[config.mk]
export PLATFORM = sky130hd
export DESIGN_NAME = pipe_hazard_unit
export DESIGN_NICKNAME = d
export VERILOG_FILES = /design/src/rtl/pipe_pkg.sv /design/src/rtl/long_op_scoreboard.sv /design/src/rtl/pipe_hazard_unit.sv
export SDC_FILE = /design/constraint.sdc
export NUM_CORES = 1
export LEC_CHECK = 0
export BUFFER_PORTS_ARGS = -buffer_cell sky130_fd_sc_hd__buf_2
export CAP_MARGIN = 20
export CORE_AREA = 4 4 109 111
export CTS_BUF_LIST = sky130_fd_sc_hd__clkbuf_2 sky130_fd_sc_hd__clkbuf_4 sky130_fd_sc_hd__clkbuf_8
export DETAILED_ROUTE_END_ITERATION = 10
export DIE_AREA = 0 0 113 115
export PLACE_DENSITY_LB_ADDON = 0.25
export SLEW_MARGIN = 20
export SYNTH_ARGS = -nofsm -noshare
export SYNTH_HDL_FRONTEND = slang
export SYNTH_SLANG_ARGS = --single-unit
[constraint.sdc]
create_clock -name clk -period 3.7 [get_ports clk]
set_input_delay 0.37 -clock clk [delete_from_list [all_inputs] [get_ports clk]]
set_output_delay 0.37 -clock clk [all_outputs]
set_load 0.01 [all_outputs]
[src/rtl/pipe_pkg.sv]
// Shared definitions for the pipeline hazard unit: forwarding select
// encodings and the default register address width.
package pipe_pkg;

  localparam logic [1:0] FWD_RF  = 2'b00;
  localparam logic [1:0] FWD_WB  = 2'b01;
  localparam logic [1:0] FWD_MEM = 2'b10;

  localparam int REG_AW_DFLT = 5;

endpackage

[src/rtl/long_op_scoreboard.sv]
// Busy tracker for the single long-latency functional unit (mul/div).
// Holds the destination of the op in flight and a down-counter that stays
// non-zero for LONG_LAT cycles after issue. match_o reports whether the ID
// instruction collides with it (RAW, WAW or structural); the caller gates it
// with busy_o and id_valid.
module long_op_scoreboard
  import pipe_pkg::*;
#(
  parameter int REG_AW   = REG_AW_DFLT,
  parameter int LONG_LAT = 4
) (
  input  logic              clk,
  input  logic              rst,
  input  logic              issue_i,
  input  logic [REG_AW-1:0] issue_addr_i,
  input  logic              id_uses_rs_i,
  input  logic              id_uses_rt_i,
  input  logic              id_is_long_i,
  input  logic [REG_AW-1:0] id_rs_i,
  input  logic [REG_AW-1:0] id_rt_i,
  input  logic [REG_AW-1:0] id_wr_addr_i,
  output logic              busy_o,
  output logic              match_o
);

  localparam int CNT_W = $clog2(LONG_LAT + 1);

  logic [CNT_W-1:0]  cnt_q, cnt_d;
  logic [REG_AW-1:0] busy_addr_q, busy_addr_d;
  logic              addr_hit;

  // Next state: a new issue reloads the counter, otherwise count down to zero.
  always_comb begin
    cnt_d       = cnt_q;
    busy_addr_d = busy_addr_q;
    if (issue_i) begin
      cnt_d       = CNT_W'(LONG_LAT);
      busy_addr_d = issue_addr_i;
    end else if (cnt_q != '0) begin
      cnt_d = cnt_q - CNT_W'(1);
    end
  end

  // State register with synchronous reset; a reset abandons any op in flight.
  always_ff @(posedge clk) begin
    if (rst) begin
      cnt_q       <= '0;
      busy_addr_q <= '0;
    end else begin
      cnt_q       <= cnt_d;
      busy_addr_q <= busy_addr_d;
    end
  end

  assign busy_o = (cnt_q != '0);

  // r0 never carries a real dependency, but a second long op always waits.
  assign addr_hit = (busy_addr_q != '0) &&
                    ((id_uses_rs_i && (id_rs_i == busy_addr_q)) ||
                     (id_uses_rt_i && (id_rt_i == busy_addr_q)) ||
                     (id_wr_addr_i == busy_addr_q));
  assign match_o  = addr_hit || id_is_long_i;

endmodule

[src/rtl/pipe_hazard_unit.sv]
// Hazard, forwarding and long-op scoreboard control for the 5-stage pipeline.
// Optional build macro HAZARD_PERF_EN adds saturating stall/flush counters;
// without it the perf outputs are tied to zero.
module pipe_hazard_unit
  import pipe_pkg::*;
#(
  parameter int DATA_W   = 32,
  parameter int REG_AW   = REG_AW_DFLT,
  parameter int LONG_LAT = 4,
  parameter int PERF_W   = 16
) (
  input  logic              clk,
  input  logic              rst,
  input  logic              id_valid,
  input  logic              id_uses_rs,
  input  logic              id_uses_rt,
  input  logic              id_is_long,
  input  logic [REG_AW-1:0] id_rs,
  input  logic [REG_AW-1:0] id_rt,
  input  logic [REG_AW-1:0] id_wr_addr,
  input  logic              ex_valid,
  input  logic              ex_wr_en,
  input  logic              ex_is_load,
  input  logic [REG_AW-1:0] ex_rs,
  input  logic [REG_AW-1:0] ex_rt,
  input  logic [REG_AW-1:0] ex_wr_addr,
  input  logic [DATA_W-1:0] ex_rdata1,
  input  logic [DATA_W-1:0] ex_rdata2,
  input  logic              br_taken,
  input  logic              mem_valid,
  input  logic              mem_wr_en,
  input  logic              mem_is_load,
  input  logic [REG_AW-1:0] mem_wr_addr,
  input  logic [DATA_W-1:0] mem_result,
  input  logic              wb_valid,
  input  logic              wb_wr_en,
  input  logic [REG_AW-1:0] wb_wr_addr,
  input  logic [DATA_W-1:0] wb_data,
  output logic              pc_write,
  output logic              ifid_write,
  output logic              idex_bubble,
  output logic              flush_ifid,
  output logic              long_issue,
  output logic [1:0]        fwd_a_sel,
  output logic [1:0]        fwd_b_sel,
  output logic [DATA_W-1:0] ex_opnd_a,
  output logic [DATA_W-1:0] ex_opnd_b,
  output logic [PERF_W-1:0] perf_stall_cnt,
  output logic [PERF_W-1:0] perf_flush_cnt
);

  logic mem_fwd_ok, wb_fwd_ok;
  logic mem_hit_a, mem_hit_b, wb_hit_a, wb_hit_b;
  logic load_use, sb_busy, sb_match, long_stall, stall;

  // A load result is not ready in MEM, so only ALU results forward from there.
  assign mem_fwd_ok = mem_valid && mem_wr_en && !mem_is_load;
  assign wb_fwd_ok  = wb_valid && wb_wr_en;

  assign mem_hit_a = mem_fwd_ok && (ex_rs != '0) && (mem_wr_addr == ex_rs);
  assign mem_hit_b = mem_fwd_ok && (ex_rt != '0) && (mem_wr_addr == ex_rt);
  assign wb_hit_a  = wb_fwd_ok  && (ex_rs != '0) && (wb_wr_addr  == ex_rs);
  assign wb_hit_b  = wb_fwd_ok  && (ex_rt != '0) && (wb_wr_addr  == ex_rt);

  // Operand muxes: the younger MEM result wins over WB.
  always_comb begin
    fwd_a_sel = FWD_RF;
    ex_opnd_a = ex_rdata1;
    fwd_b_sel = FWD_RF;
    ex_opnd_b = ex_rdata2;
    if (mem_hit_a) begin
      fwd_a_sel = FWD_MEM;
      ex_opnd_a = mem_result;
    end else if (wb_hit_a) begin
      fwd_a_sel = FWD_WB;
      ex_opnd_a = wb_data;
    end
    if (mem_hit_b) begin
      fwd_b_sel = FWD_MEM;
      ex_opnd_b = mem_result;
    end else if (wb_hit_b) begin
      fwd_b_sel = FWD_WB;
      ex_opnd_b = wb_data;
    end
  end

  assign load_use = id_valid && ex_valid && ex_is_load && ex_wr_en &&
                    (ex_wr_addr != '0) &&
                    ((id_uses_rs && (id_rs == ex_wr_addr)) ||
                     (id_uses_rt && (id_rt == ex_wr_addr)));

  long_op_scoreboard #(
    .REG_AW   (REG_AW),
    .LONG_LAT (LONG_LAT)
  ) u_sb (
    .clk          (clk),
    .rst          (rst),
    .issue_i      (long_issue),
    .issue_addr_i (id_wr_addr),
    .id_uses_rs_i (id_uses_rs),
    .id_uses_rt_i (id_uses_rt),
    .id_is_long_i (id_is_long),
    .id_rs_i      (id_rs),
    .id_rt_i      (id_rt),
    .id_wr_addr_i (id_wr_addr),
    .busy_o       (sb_busy),
    .match_o      (sb_match)
  );

  assign long_stall = sb_busy && id_valid && sb_match;
  assign stall      = load_use || long_stall;
  // A redirect kills the ID instruction, so a long op there must not start.
  assign long_issue = id_valid && id_is_long && !stall && !br_taken;

  // Pipeline register controls: a taken branch overrides any stall.
  always_comb begin
    pc_write    = 1'b1;
    ifid_write  = 1'b1;
    idex_bubble = 1'b0;
    flush_ifid  = 1'b0;
    if (br_taken) begin
      flush_ifid  = 1'b1;
      idex_bubble = 1'b1;
    end else if (stall) begin
      pc_write    = 1'b0;
      ifid_write  = 1'b0;
      idex_bubble = 1'b1;
    end
  end

`ifdef HAZARD_PERF_EN
  localparam logic [PERF_W-1:0] PERF_MAX = '1;

  logic [PERF_W-1:0] stall_cnt_q, stall_cnt_d;
  logic [PERF_W-1:0] flush_cnt_q, flush_cnt_d;

  // Saturating counters: a pegged counter reads as "at least this many".
  always_comb begin
    stall_cnt_d = stall_cnt_q;
    flush_cnt_d = flush_cnt_q;
    if (stall && !br_taken && (stall_cnt_q != PERF_MAX))
      stall_cnt_d = stall_cnt_q + PERF_W'(1);
    if (br_taken && (flush_cnt_q != PERF_MAX))
      flush_cnt_d = flush_cnt_q + PERF_W'(1);
  end

  // Counter registers, cleared by reset.
  always_ff @(posedge clk) begin
    if (rst) begin
      stall_cnt_q <= '0;
      flush_cnt_q <= '0;
    end else begin
      stall_cnt_q <= stall_cnt_d;
      flush_cnt_q <= flush_cnt_d;
    end
  end

  assign perf_stall_cnt = stall_cnt_q;
  assign perf_flush_cnt = flush_cnt_q;
`else
  assign perf_stall_cnt = '0;
  assign perf_flush_cnt = '0;
`endif

endmodule
* After elaboration in Yosys (flattened, before gate mapping)
Index checks and enable logic that the tools add are counted.
** Operators by class
- Add/sub/neg operators :: 1
- Equality and inequality tests :: 9
- Multiplexer cells :: 15
- Reductions and logical operators :: 41
** Operators with widths (number)
- $mux W32 :: 4
- $eq A5 B5 Y1 :: 9
- $logic_and A1 B1 Y1 :: 26
- $reduce_bool A5 Y1 :: 4
- $mux W1 :: 7
- $mux W3 :: 2
- $logic_or A1 B1 Y1 :: 5
- $mux W2 :: 2
- $logic_not A1 Y1 :: 3
- $reduce_bool A3 Y1 :: 1
- $sub A3 B1 Y3 const B :: 1
- $reduce_bool A2 Y1 :: 1
- $reduce_or A2 Y1 :: 1
** Word-level totals
- Register bits :: 8
- Input port bits :: 183
- Output and inout port bits :: 105
- Word-level logic and storage cells :: 69

* Longest topological paths before layout
- Word-level depth :: 12
- Mapped depth :: 8
- Depth with buffers taken out :: 7

* Cells and area by module
Synthesis repeated with hierarchy kept, for this count alone.
** Second synthesis, totals
- Cells, all modules :: 433
- Area, all modules :: 2616.3 um^2
** Modules (own cells, without submodules)
- pipe_hazard_unit :: instances 1, cells each 372, area each 2077.0 um^2, sequential area each 0.0 um^2
- long_op_scoreboard :: instances 1, cells each 61, area each 539.3 um^2, sequential area each 160.2 um^2

* Worst setup path before layout
No wires, ideal clock.
- Path type :: in2out
- Start point :: in ex_rt[1]
- End point :: out ex_opnd_b[13]
- Data arrival time :: 1.770 ns
- Data required time :: 3.330 ns
- Path slack :: 1.560 ns
- Stages :: 6
- Buffers on the path :: 1
- Cells stage by stage :: or4_1 > nor2_4 > nor4_4 > buf_4 > mux2i_1 > o21ai_0
** On the way
- Cells in the longest elaborated chain, start to end :: 5
- Elaborated cells between the ends (all ways) :: 9
- Those cells by class :: eq/ne: 2; mux: 2; reduce/logical: 5
** RTL lines
- start: declaration :: RTL line pipe_hazard_unit.sv:25 : input logic [REG_AW-1:0] ex_rt,
- $reduce_bool A5 Y1 :: RTL line pipe_hazard_unit.sv:61, pipe_hazard_unit.sv:63
- $logic_and A1 B1 Y1 (2 in series) :: RTL line pipe_hazard_unit.sv:63 : assign wb_hit_b = wb_fwd_ok && (ex_rt != '0) && (wb_wr_addr == ex_rt);
- $mux W32 :: RTL line pipe_hazard_unit.sv:81 : end else if (wb_hit_b) begin
- $mux W32 * :: RTL line pipe_hazard_unit.sv:78 : if (mem_hit_b) begin
- end: declaration :: RTL line pipe_hazard_unit.sv:47 : output logic [DATA_W-1:0] ex_opnd_b,
Every way passes the cells marked *; elsewhere a longest branch is shown, timed or not.

* Final worst setup path
- Start point :: in mem_is_load
- End point :: out ex_opnd_b[2]
** On the way
- Cells in the longest elaborated chain, start to end :: 5
** RTL lines
- start: declaration :: RTL line pipe_hazard_unit.sv:32 : input logic mem_is_load,
- $logic_not A1 Y1 :: RTL line pipe_hazard_unit.sv:57 : assign mem_fwd_ok = mem_valid && mem_wr_en && !mem_is_load;
- $logic_and A1 B1 Y1 :: RTL line pipe_hazard_unit.sv:57
- $logic_and A1 B1 Y1 (2 in series) :: RTL line pipe_hazard_unit.sv:61 : assign mem_hit_b = mem_fwd_ok && (ex_rt != '0) && (mem_wr_addr == ex_rt);
- $mux W32 :: RTL line pipe_hazard_unit.sv:78
No other way between the ends.

==> metrics.md <==
| Metric | Value |
|---|---|
| Detailed Place HPWL | `9.673 mm` |
| Pre-antenna DRT Iters | `4` |
| Power per Cell Area | `168.4 mW/mm^2` |
| Fin crit share | `74.98%` |
| CP Class | `in2out` |
| Reg-to-Reg End | `u_sb.cnt_q[2]$_SDFFE_PP0P_` |
| CP Launch Type | `input port` |
| H-tree levels | `1` |
| Worst path required time | `3.33 ns` |
| Clk root buf | `clkbuf_8` |
| Worst clock skew | `0.002555 ns` |
| Starting density of the core | `26.19%` |
| Worst r2r src | `u_sb.cnt_q[0]$_SDFFE_PP0N_` |
| Cell count after synthesis | `393` |
| Unrepaired setup endpoints after global routing | `false` |
| Antenna violations before repair | `0` |
| Port buffer count | `255` |
| DRC | `0` |
| Flop-to-flop setup slack | `1.59 ns` |
| Layout Cells excl Fill | `763` |
| Fill cells | `1186` |
| End point of the critical path | `ex_opnd_b[2]` |
| Final WS setup | `0.9258 ns` |
| CTS sink count | `8` |
| Worst r2r path cells | `6` |
| Worst-Margin Slew | `0.6667 ns` |
| Hold Fails Final Rpt | `0` |
| First-pass GRT wire length | `17.45 mm` |
| Inserted Clock Buffers | `3` |
| I/O Pins | `288` |
| Die ar. | `0.01300 mm^2` |
| Yosys reg bits | `8` |
| Setup WS pre-CTS | `0.9051 ns` |
| Core Area | `0.01079 mm^2` |
| CP arrival | `2.40 ns` |
| Post-CTS Repair Setup Buffers | `0` |
| Clk slew on worst S/H paths | `0.04 ns` |
| Mean post-synth cell area | `7.192 um^2` |
| Final setup viols | `0` |
| Gr ovfl total | `0` |
| Netlist cell types | `39` |
| Gpl congestion | `0.9512` |
| P_leak | `1.777 nW` |
| Routed wire per std cell | `14.98 um` |
| Commonest cells after routing, fill and taps aside | `buf_2 (255), nand2_1 (75), mux2i_1 (69)` |
| Nets | `810` |
| VDD IR max | `0.0001240 V` |
| Setup_tns | `0 ns` |
| Largest net degree at the start of global routing | `67` |
| Critical Path Source | `mem_is_load` |
| Mapped cell area | `0.002826 mm^2` |
| Final Critical Period | `2.774 ns` |
| CP Capture Type | `output port` |
| Status | `completed` |
| Placed Cells | `760` |
| Achievable clock frequency | `360.5 MHz` |
| Critical-path cell list | `buf_2, nand3b_1, or4_4, nor4_4, buf_4, nand2_1, o21ai_1, buf_2` |
| Clk_lat worst skew | `0.22 ns` |
| Max Cap Viol | `0` |
| CP most frequent cell | `buf_2` |
| CTS Hold Bufs | `0` |
| Vias/cell | `4.636` |
| Post_cts resized | `0` |
| Critical-path maximum fanout | `66` |
| Die height | `115 um` |
| Worst Hold Class | `reg2reg` |
| Commonest non-fill, non-tap cell in the layout | `buf_2` |
| ANT cells | `0` |
| Final wirelength | `11.43 mm` |
| CTS tree | `done` |
| Max-slew violation count | `0` |
| Critical path's largest stage delay | `0.57 ns` |
| Number of global-route vias before repair | `3492` |
| Clk buf depth | `2` |
| Total GRT Usage | `16.01%` |
| CP max-delay cell | `or4_4` |
| Hold Crit Start | `u_sb.cnt_q[1]$_SDFFE_PP0N_` |
| Die Wd | `113 um` |
| Via count | `3537` |
| Area added between synthesis and finish | `42.50%` |
| Seq/Total Area, Yosys | `5.666%` |
| Number of DRC markers after the initial detailed-route iteration | `133` |
| Share of cells above drive strength 1 | `44.14%` |
| Rows | `38` |
| DRT antenna net count | `0` |
| Yosys warns | `0` |
| Relative slew slack | `55.55%` |
-- critical path: cells and delay by family --
family | cells | cell delay (ns)
compound gates | 1 | 0.17
simple gates | 4 | 1.00
buf+inv | 3 | 0.82
-- layer usage --
layer	GRT usage, %	up-vias	routed length (um)
li1	-	1769	-
met1	18.47	1613	4396
met2	31.71	153	6004
met3	2.579	2	999
met4	1.843	0	24
met5	0	-	0
-- how the worst min path moves through the flow --
stage | endpoint | cells past startpoint
2_1_floorplan | u_sb.cnt_q[1]$_SDFFE_PP0N_ | 2
3_3_place_gp | u_sb.cnt_q[1]$_SDFFE_PP0N_ | 2
3_5_place_dp | u_sb.cnt_q[1]$_SDFFE_PP0N_ | 2
4_1_cts | u_sb.cnt_q[0]$_SDFFE_PP0N_ | 2
5_1_grt | u_sb.cnt_q[0]$_SDFFE_PP0N_ | 2
6_report | u_sb.cnt_q[1]$_SDFFE_PP0N_ | 2
-- registers in the layout (all words and copies together), names as in the netlist --
name / count
u_sb.busy_addr_q: 5
u_sb.cnt_q: 3
-- stage by stage --
stage	cell area [um^2]	power [mW]	utilization (%)	hold WS, ns
2_1_floorplan	2943	0.4038	-	0.4914
3_3_place_gp	3986	0.5675	36.93	0.5043
3_5_place_dp	3986	0.5785	36.93	0.5093
4_1_cts	4028	0.6845	37.32	0.5184
5_1_grt	4028	0.7415	37.32	0.5495
6_report	4028	0.6781	37.32	0.5175
-- cells in the mapped netlist (all sizes together) --
library cell / n / area, um^2
a21oi: 3 / 15.01
a32oi: 5 / 43.79
and3: 2 / 12.51
and4: 1 / 8.760
buf: 54 / 410.4
clkbuf: 10 / 41.29
conb: 1 / 3.750
dfxtp: 8 / 160.2
ha: 2 / 25.02
inv: 4 / 15.01
mux2: 1 / 11.26
mux2i: 69 / 690.7
nand2: 75 / 281.5
nand3: 1 / 5.000
nand3b: 2 / 15.01
nand4: 5 / 31.28
nand4b: 1 / 8.760
nor2: 5 / 28.78
nor2b: 3 / 18.77
nor3: 3 / 15.01
nor3b: 11 / 82.58
nor4: 8 / 95.09
o21a: 1 / 7.510
o21ai: 66 / 341.6
o22a: 1 / 8.760
o22ai: 1 / 12.51
or4: 4 / 33.78
xnor2: 28 / 245.2
xor2: 18 / 157.7
-- cell type report --
type | instances | area, um^2 | share of cell area [%]
multi-input cells | 348 | 2322 | 57.66
repair buffers | 260 | 1314 | 32.62
inverters | 4 | 15.01 | 0.3728
well taps | 140 | 175.2 | 4.349
clock buffers | 3 | 41.29 | 1.025
flip-flops and latches | 8 | 160.2 | 3.976
-- kinds of logic (layout without fill, tap and decap cells) --
family                   after synthesis  in the layout  synth area share, %
AO/OA/AOI/OAI                         77             77                15.18
XOR/XNOR                              46             46                14.25
adder cells (fa/ha/maj)                2              2               0.8852
buffers and inverters                 68            267                16.51
flip-flops                             8              8                5.666
multiplexers                          70             70                24.83
other                                  1             32               0.1327
AND/OR/NAND/NOR                      121            121                22.53
-- power breakdown --
group / switching (mW) / internal [mW]
registers: 0.0215 / 0.107
logic: 0.229 / 0.218
clock network: 0.0328 / 0.0704
Power figures use the tool's default switching activity.
